**src/rtl/comp_mult_acc.sv**
```systemverilog
// Complex product accumulator: sums ACC_LEN consecutive {xr,yr} products into one
// complex result and holds it on a val-rdy output until it is taken.
module comp_mult_acc #(
   parameter int DWIDTH  = 8,
   parameter int ACC_LEN = 4,
   localparam int RW     = 2 * (DWIDTH + 1),
   localparam int AW     = RW + $clog2(ACC_LEN)
) (
   input  logic            clk,
   input  logic            rst_n,
   input  logic            sw_rst,
   input  logic            in_val,
   output logic            in_rdy,
   input  logic [2*RW-1:0] in_data,
   output logic            acc_val,
   input  logic            acc_rdy,
   output logic [2*AW-1:0] acc_data
);

   // state  | meaning
   // ACCUM  | taking products into the running sum, no result pending
   // HOLD   | finished sum presented, waiting for acc_rdy
   typedef enum logic {ST_ACCUM, ST_HOLD} state_t;

   localparam int           CW   = (ACC_LEN > 1) ? $clog2(ACC_LEN) : 1;
   localparam logic [CW-1:0] LAST = CW'(ACC_LEN - 1);

   state_t                r_state;
   logic [CW-1:0]         r_cnt;
   logic signed [AW-1:0]  r_xa;
   logic signed [AW-1:0]  r_ya;
   logic                  r_acc_val;

   logic                  w_in_hs;
   logic signed [AW-1:0]  w_xr_ext;
   logic signed [AW-1:0]  w_yr_ext;

   assign w_xr_ext = AW'($signed(in_data[2*RW-1:RW]));
   assign w_yr_ext = AW'($signed(in_data[RW-1:0]));

   // In HOLD the input only opens when the result is being taken this cycle.
   assign in_rdy   = (r_state == ST_ACCUM) | acc_rdy;
   assign w_in_hs  = in_val & in_rdy;
   assign acc_val  = r_acc_val;
   assign acc_data = {r_xa, r_ya};

   always_ff @(posedge clk or negedge rst_n) begin
      if (!rst_n) begin
         r_state   <= ST_ACCUM;
         r_cnt     <= '0;
         r_xa      <= '0;
         r_ya      <= '0;
         r_acc_val <= 1'b0;
      end else if (sw_rst) begin
         r_state   <= ST_ACCUM;
         r_cnt     <= '0;
         r_xa      <= '0;
         r_ya      <= '0;
         r_acc_val <= 1'b0;
      end else begin
         case (r_state)
            ST_ACCUM: begin
               if (w_in_hs) begin
                  if (r_cnt == '0) begin
                     r_xa <= w_xr_ext;
                     r_ya <= w_yr_ext;
                  end else begin
                     r_xa <= r_xa + w_xr_ext;
                     r_ya <= r_ya + w_yr_ext;
                  end
                  if (r_cnt == LAST) begin
                     r_cnt     <= '0;
                     r_state   <= ST_HOLD;
                     r_acc_val <= 1'b1;
                  end else begin
                     r_cnt <= r_cnt + 1'b1;
                  end
               end
            end
            ST_HOLD: begin
               if (acc_rdy) begin
                  if (w_in_hs) begin
                     // Sample accepted alongside the result opens the next frame.
                     r_xa <= w_xr_ext;
                     r_ya <= w_yr_ext;
                     if (ACC_LEN == 1) begin
                        r_cnt     <= '0;
                        r_state   <= ST_HOLD;
                        r_acc_val <= 1'b1;
                     end else begin
                        r_cnt     <= CW'(1);
                        r_state   <= ST_ACCUM;
                        r_acc_val <= 1'b0;
                     end
                  end else begin
                     r_state   <= ST_ACCUM;
                     r_acc_val <= 1'b0;
                  end
               end
            end
            default: begin
               r_state   <= ST_ACCUM;
               r_acc_val <= 1'b0;
            end
         endcase
      end
   end

endmodule

```
**config.mk**
```make
export PLATFORM = sky130hd
export DESIGN_NAME = comp_mult_acc
export DESIGN_NICKNAME = d
export VERILOG_FILES = /design/src/rtl/comp_mult_acc.sv
export SDC_FILE = /design/constraint.sdc
export NUM_CORES = 1
export LEC_CHECK = 0
export ABC_AREA = 1
export BUFFER_PORTS_ARGS = -buffer_cell sky130_fd_sc_hd__buf_2
export CAP_MARGIN = 20
export CORE_MARGIN = 1
export CORE_UTILIZATION = 62
export CTS_CLUSTER_DIAMETER = 100
export DETAILED_ROUTE_END_ITERATION = 8
export PLACE_DENSITY = 0.88
export REMOVE_ABC_BUFFERS = 1
export SLEW_MARGIN = 25
export SYNTH_ARGS = -nofsm -noshare
export SYNTH_HDL_FRONTEND = slang
export SYNTH_SLANG_ARGS = --single-unit
```
**constraint.sdc**
```tcl
create_clock -name clk -period 3.6 [get_ports clk]
set_clock_uncertainty 0.05 [all_clocks]
set_input_delay 0.36 -clock clk [delete_from_list [all_inputs] [get_ports clk]]
set_output_delay 0.36 -clock clk [all_outputs]
set_load 0.01 [all_outputs]
```
---- Word-level counts from Yosys, hierarchy flattened ----
Index checks and enable logic that the tools add are counted.
operators by class
  $add $sub $neg .......................... 3
  equal/unequal tests ..................... 5
  mux-type cells .......................... 28
  reductions and logical operators ........ 3
  bitwise logic cells ..................... 3
operators by type and width
  operator                                       number
  two-way mux 20 bit                             10
  one-hot mux 20 bit (2 select lines)            2
  adder 20 x 18 -> 20 bit                        2
  two-way mux 2 bit                              5
  two-way mux 1 bit                              8
  != test 3 x 2 -> 1 bit, second input constant  2
  != test 3 bit, second input constant           2
  AND reduction 3 bit                            2
  one-hot mux 1 bit (2 select lines)             2
  one-hot mux 2 bit (2 select lines)             1
  adder 2 x 1 -> 2 bit, second input constant    1
  == test 2 bit, second input constant           1
  zero test 2 bit                                1
  AND 1 bit                                      1
  inverter 1 bit                                 1
  bitwise OR 1 bit                               1
storage, ports and cells
  output and inout port bits .............. 42
  register bits after elaboration ......... 44
  logic and storage cells ................. 47
  input port bits ......................... 41

---- Depth between registers and ports, before layout ----
  word-level depth ........................ 7
  gate-level depth with buffers ........... 14

---- Least setup slack after synthesis ----
Ideal clock, no wire load.
  kind .................................... reg-to-reg
  start point ............................. reg r_ya[0]
  end point ............................... reg r_ya[14]
  stages on the path, launching flop included .. 13
  setup slack ............................. 1.668 ns
  setup time .............................. 0.116 ns
  buffers on the path ..................... 0
  arrival ................................. 1.766 ns
  path through ............................ dfrtp_1 ha_1 fa_1 nand3_1 nand3_1 nand2_1 nand2_1 nand3_1 nand2_1 a21oi_1 o21ai_0 nand2_1 nand2_1
on the way
  word-level cells in the longest chain between the ends .. 5
RTL lines
  item                                 RTL line  source
  from (decl)                          31        logic signed [AW-1:0] r_ya;
  from (signal assigned)               66        r_ya <= w_yr_ext;
  from (signal assigned)               69        r_ya <= r_ya + w_yr_ext;
  from (signal assigned)               85        r_ya <= w_yr_ext;
  adder 20 x 18 -> 20 bit              69
  two-way mux 20 bit                   64        if (r_cnt == '0) begin
  two-way mux 20 bit                   63        if (w_in_hs) begin
  one-hot mux 20 bit (2 select lines)  61        case (r_state)
  two-way mux 20 bit                   54        end else if (sw_rst) begin
No other way between the ends. The select of a mux whose other input is x is not followed.
A chain may end at the register's enable or synchronous reset.

---- Worst setup path after layout ----
  start point ............................. reg r_state
  end point ............................... reg r_ya[15]
on the way
  word-level cells in the longest chain between the ends .. 5
  elaborated cells on any way between the ends .. 9
  those cells by class .................... 3 x eq/ne; 2 x mux; 3 x bitwise; 1 x reduce/logical
RTL lines
  item                                                                      RTL line  source
  from (decl)                                                               28        state_t r_state;
  from (signal assigned)                                                    49        r_state <= ST_ACCUM;
  from (signal assigned)                                                    55        r_state <= ST_ACCUM;
  from (signal assigned)                                                    73        r_state <= ST_HOLD;
  inverter 1 bit                                                            --
  bitwise OR 1 bit                                                          42        assign in_rdy = (r_state == ST_ACCUM) | acc_rdy;
  AND 1 bit                                                                 43        assign w_in_hs = in_val & in_rdy;
  != test 3 x 2 -> 1 bit (no line) / != test 3 bit (equally long branches)  --
  AND reduction 3 bit (no line)                                             --
Several ways; a longest one is shown, not always the timed one.

==> results_dict.tcl <==
set metrics [dict create \
    outcome "finished clean" \
    postLayoutCellArea_um2 5070 \
    sw_frac_of_total 0.428 \
    yosys.cell_count.top_type "nand2_1" \
    clock_path_buffers 2 \
    synth_cell_types 33 \
    cts.sinks 44 \
    drc 0 \
    p_int_w 0.00108 \
    cap_violations 0 \
    io_buffers 82 \
    ys_top_cells_by_count "278 x nand2_1, 81 x inv_1, 62 x nor2_1" \
    worst_slack_ps 1440 \
    dp_hpwl_um 9060 \
    slew_violations 0 \
    synthCells 710 \
    diodes 0 \
    avgSynthCellArea_um2 6.30 \
    die_w_um 87.0 \
    synth_mux_area_frac 0.00895 \
    dpl_worst_slack_ps 1410 \
    grt_pass1_vias 4401 \
    seq_area_um2 1100 \
    synth_compound_area_frac 0.0984 \
    period_share 0.600 \
    synth_area_leader_cell "dfrtp_1" \
    postCtsResizedCells 0 \
    synth_top_family_by_area "simple AND/OR/NAND/NOR gates" \
    gp_congestion 0.964 \
    syn_to_final_growth_pct 13.2 \
    rsz0062_at_grt "false" \
    drt-vias-per-instance 5.35 \
    via_count 4726 \
    sequentialPowerShare 0.315 \
    p_leak_nw 3.00 \
    root_buffer "clkbuf_8" \
    powerDensity_nw_per_um2 373 \
    synthFlopType "dfrtp_1" \
    path_max_fanout 26 \
    dieHeight_um 87.0 \
    cp.required_ps 3790 \
    synth-seq-area-share 0.246 \
    nNetsFinal 870 \
    dpl-instance-area_um2 4950 \
    tightest_slew_ps 632 \
    r2r_slack_ps 1440 \
    hold_viol_final 0 \
    initial_core_util 0.651 \
    synth-edff-count 0 \
    grt_overflow_total 0 \
    routed_wl_um 11700 \
    p_sw_w 0.000810 \
    drive_above_1_share 0.155 \
    cts_tree "built" \
    multi_input_area_um2 3000 \
    postCtsHoldBufs 0 \
    ant_nets 0 \
    r2r_end "r_ya[15]" \
    critPathArrivalTime_ps 2350 \
    grt_pass1_wl_um 19600 \
    core_area_um2 6870 \
    relSlewSlack 0.578 \
    ys_warn_count 0 \
    finalHoldWorstSlack_ps 9.59 \
    yosys.area_share.xor_xnor 0.0391 \
    setup_viol 0 \
    clk-insertion-delay-late_ps 300 \
    combPwrFrac 0.474 \
    synthTopCellsByArea "dfrtp_1 25%, nand2_1 23%, ha_1 11%" \
    dpl.cell_count 876 \
    dr.pass1.iters 5 \
    grt_usage 0.326 \
    die_area_um2 7560 \
    synth_simple_gate_area_frac 0.402 \
    fin_crit_ps 2160 \
    clock_power_share 0.211 \
    rr_startpoint "r_state" \
    post_drt_wl_per_cell_um 13.3 \
    drt-initial-drc-count 229 \
    pin_count 83 \
    post_cts_buffers 0 \
    async_flop_share 1.00 \
    synth_area_um2 4470 \
    ir_drop_v 0.000221 \
    antenna_found_initial 0 \
    synth_fa_ha_area_frac 0.121 \
    utilization 0.738 \
    end_kind "register" \
    critPathKind "reg2reg" \
    row_count 30 \
    worstSetupStartpointType "register" \
    hold_class "in2async" \
    numCtsBuffers 5 \
    n_fill_cell 598 \
    netlist.area_leader.share 0.246 \
    ff2ff_path_depth 7 \
    stdcell_count 884 \
    htreeDepth 2 \
    ys_ff_latch 44 \
    fmax_mhz 463 \
    clk_pin_slew_ps 90 \
    grt_max_degree 48 \
]
[layout by cell type, fill, tap and decap left out, types with 13 or more instances in the layout]
| cell type | synthesis | final |
|---|---|---|
| nand3_1 | 46 | 46 |
| a21oi_1 | 30 | 30 |
| inv_1 | 81 | 81 |
| buf_2 | 9 | 81 |
| nor2_1 | 62 | 61 |
| xnor2_1 | 13 | 13 |
| nand2_1 | 278 | 278 |
| ha_1 | 40 | 40 |
| o21ai_0 | 24 | 24 |
| dfrtp_1 | 44 | 44 |
[power groups by stage]
stage	registers, W	logic, W	clock network (W)
after floorplan	0.000623	0.000615	0
after global placement	0.000601	0.000867	0
after detailed placement	0.000605	0.000888	0
after CTS	0.000595	0.000894	0.000405
after global routing	0.000604	0.00101	0.000427
final	0.000596	0.000897	0.000398
[layout make-up]
| class | instances | area share |
|---|---|---|
| multi-input cells | 571 | 0.592 |
| repair buffers | 84 | 0.0845 |
| well taps | 96 | 0.0237 |
| flip-flops and latches | 44 | 0.217 |
| clock inverters | 3 | 0.00840 |
| clock buffers | 5 | 0.0136 |
| inverters | 81 | 0.0600 |
[layer usage]
| metal | part of all wire | vias to the layer above | GRT usage |
|---|---|---|---|
| li1 | - | 2415 | - |
| met1 | 0.42 | 2131 | 0.392 |
| met2 | 0.51 | 154 | 0.612 |
| met3 | 0.054 | 26 | 0.0303 |
| met4 | 0.021 | 0 | 0.0955 |
| met5 | 0 | - | 0 |
[worst max-delay path by stage]
stage               start       end  slack [ps]  cells past startpoint
6_report          r_state  r_ya[15]        1440                      7
5_1_grt           r_state  r_xa[12]        1190                      7
4_1_cts           r_state  r_ya[15]        1400                      7
3_5_place_dp   in_data[0]  r_ya[14]        1410                     13
3_3_place_gp   in_data[0]  r_ya[16]        1490                     13
2_1_floorplan    r_cnt[0]  r_ya[14]         -70                      8
[stage by stage]
stage / setup TNS [ps] / total power (W)
floorplan: -282 / 0.00124
global placement: 0 / 0.00147
detailed placement: 0 / 0.00149
CTS: 0 / 0.00189
global route: 0 / 0.00204
finish: 0 / 0.00189
[logic make-up after synthesis]
group / after synthesis
AOI/OAI and AO/OA: 78
muxes: 4
and+or+nand+nor: 427
xor gates and xnor gates: 20
DFF: 44
buffers and inverters: 95
adders and majority gates: 42
[worst max-delay path, cell delays in order (launching register included)]
cell	delay [ps]
dfrtp_1	460
nand2_1	130
nand2_1	110
nor2_4	510
inv_1	490
nor2_1	190
o21ai_0	100
nand2_1	60
[state kept, by name, summed over array words and instances, names as in the netlist]
register  flops
r_ya         20
r_state       1
r_xa         20
r_cnt         2
acc_val       1
Power figures use the tool's default switching activity.
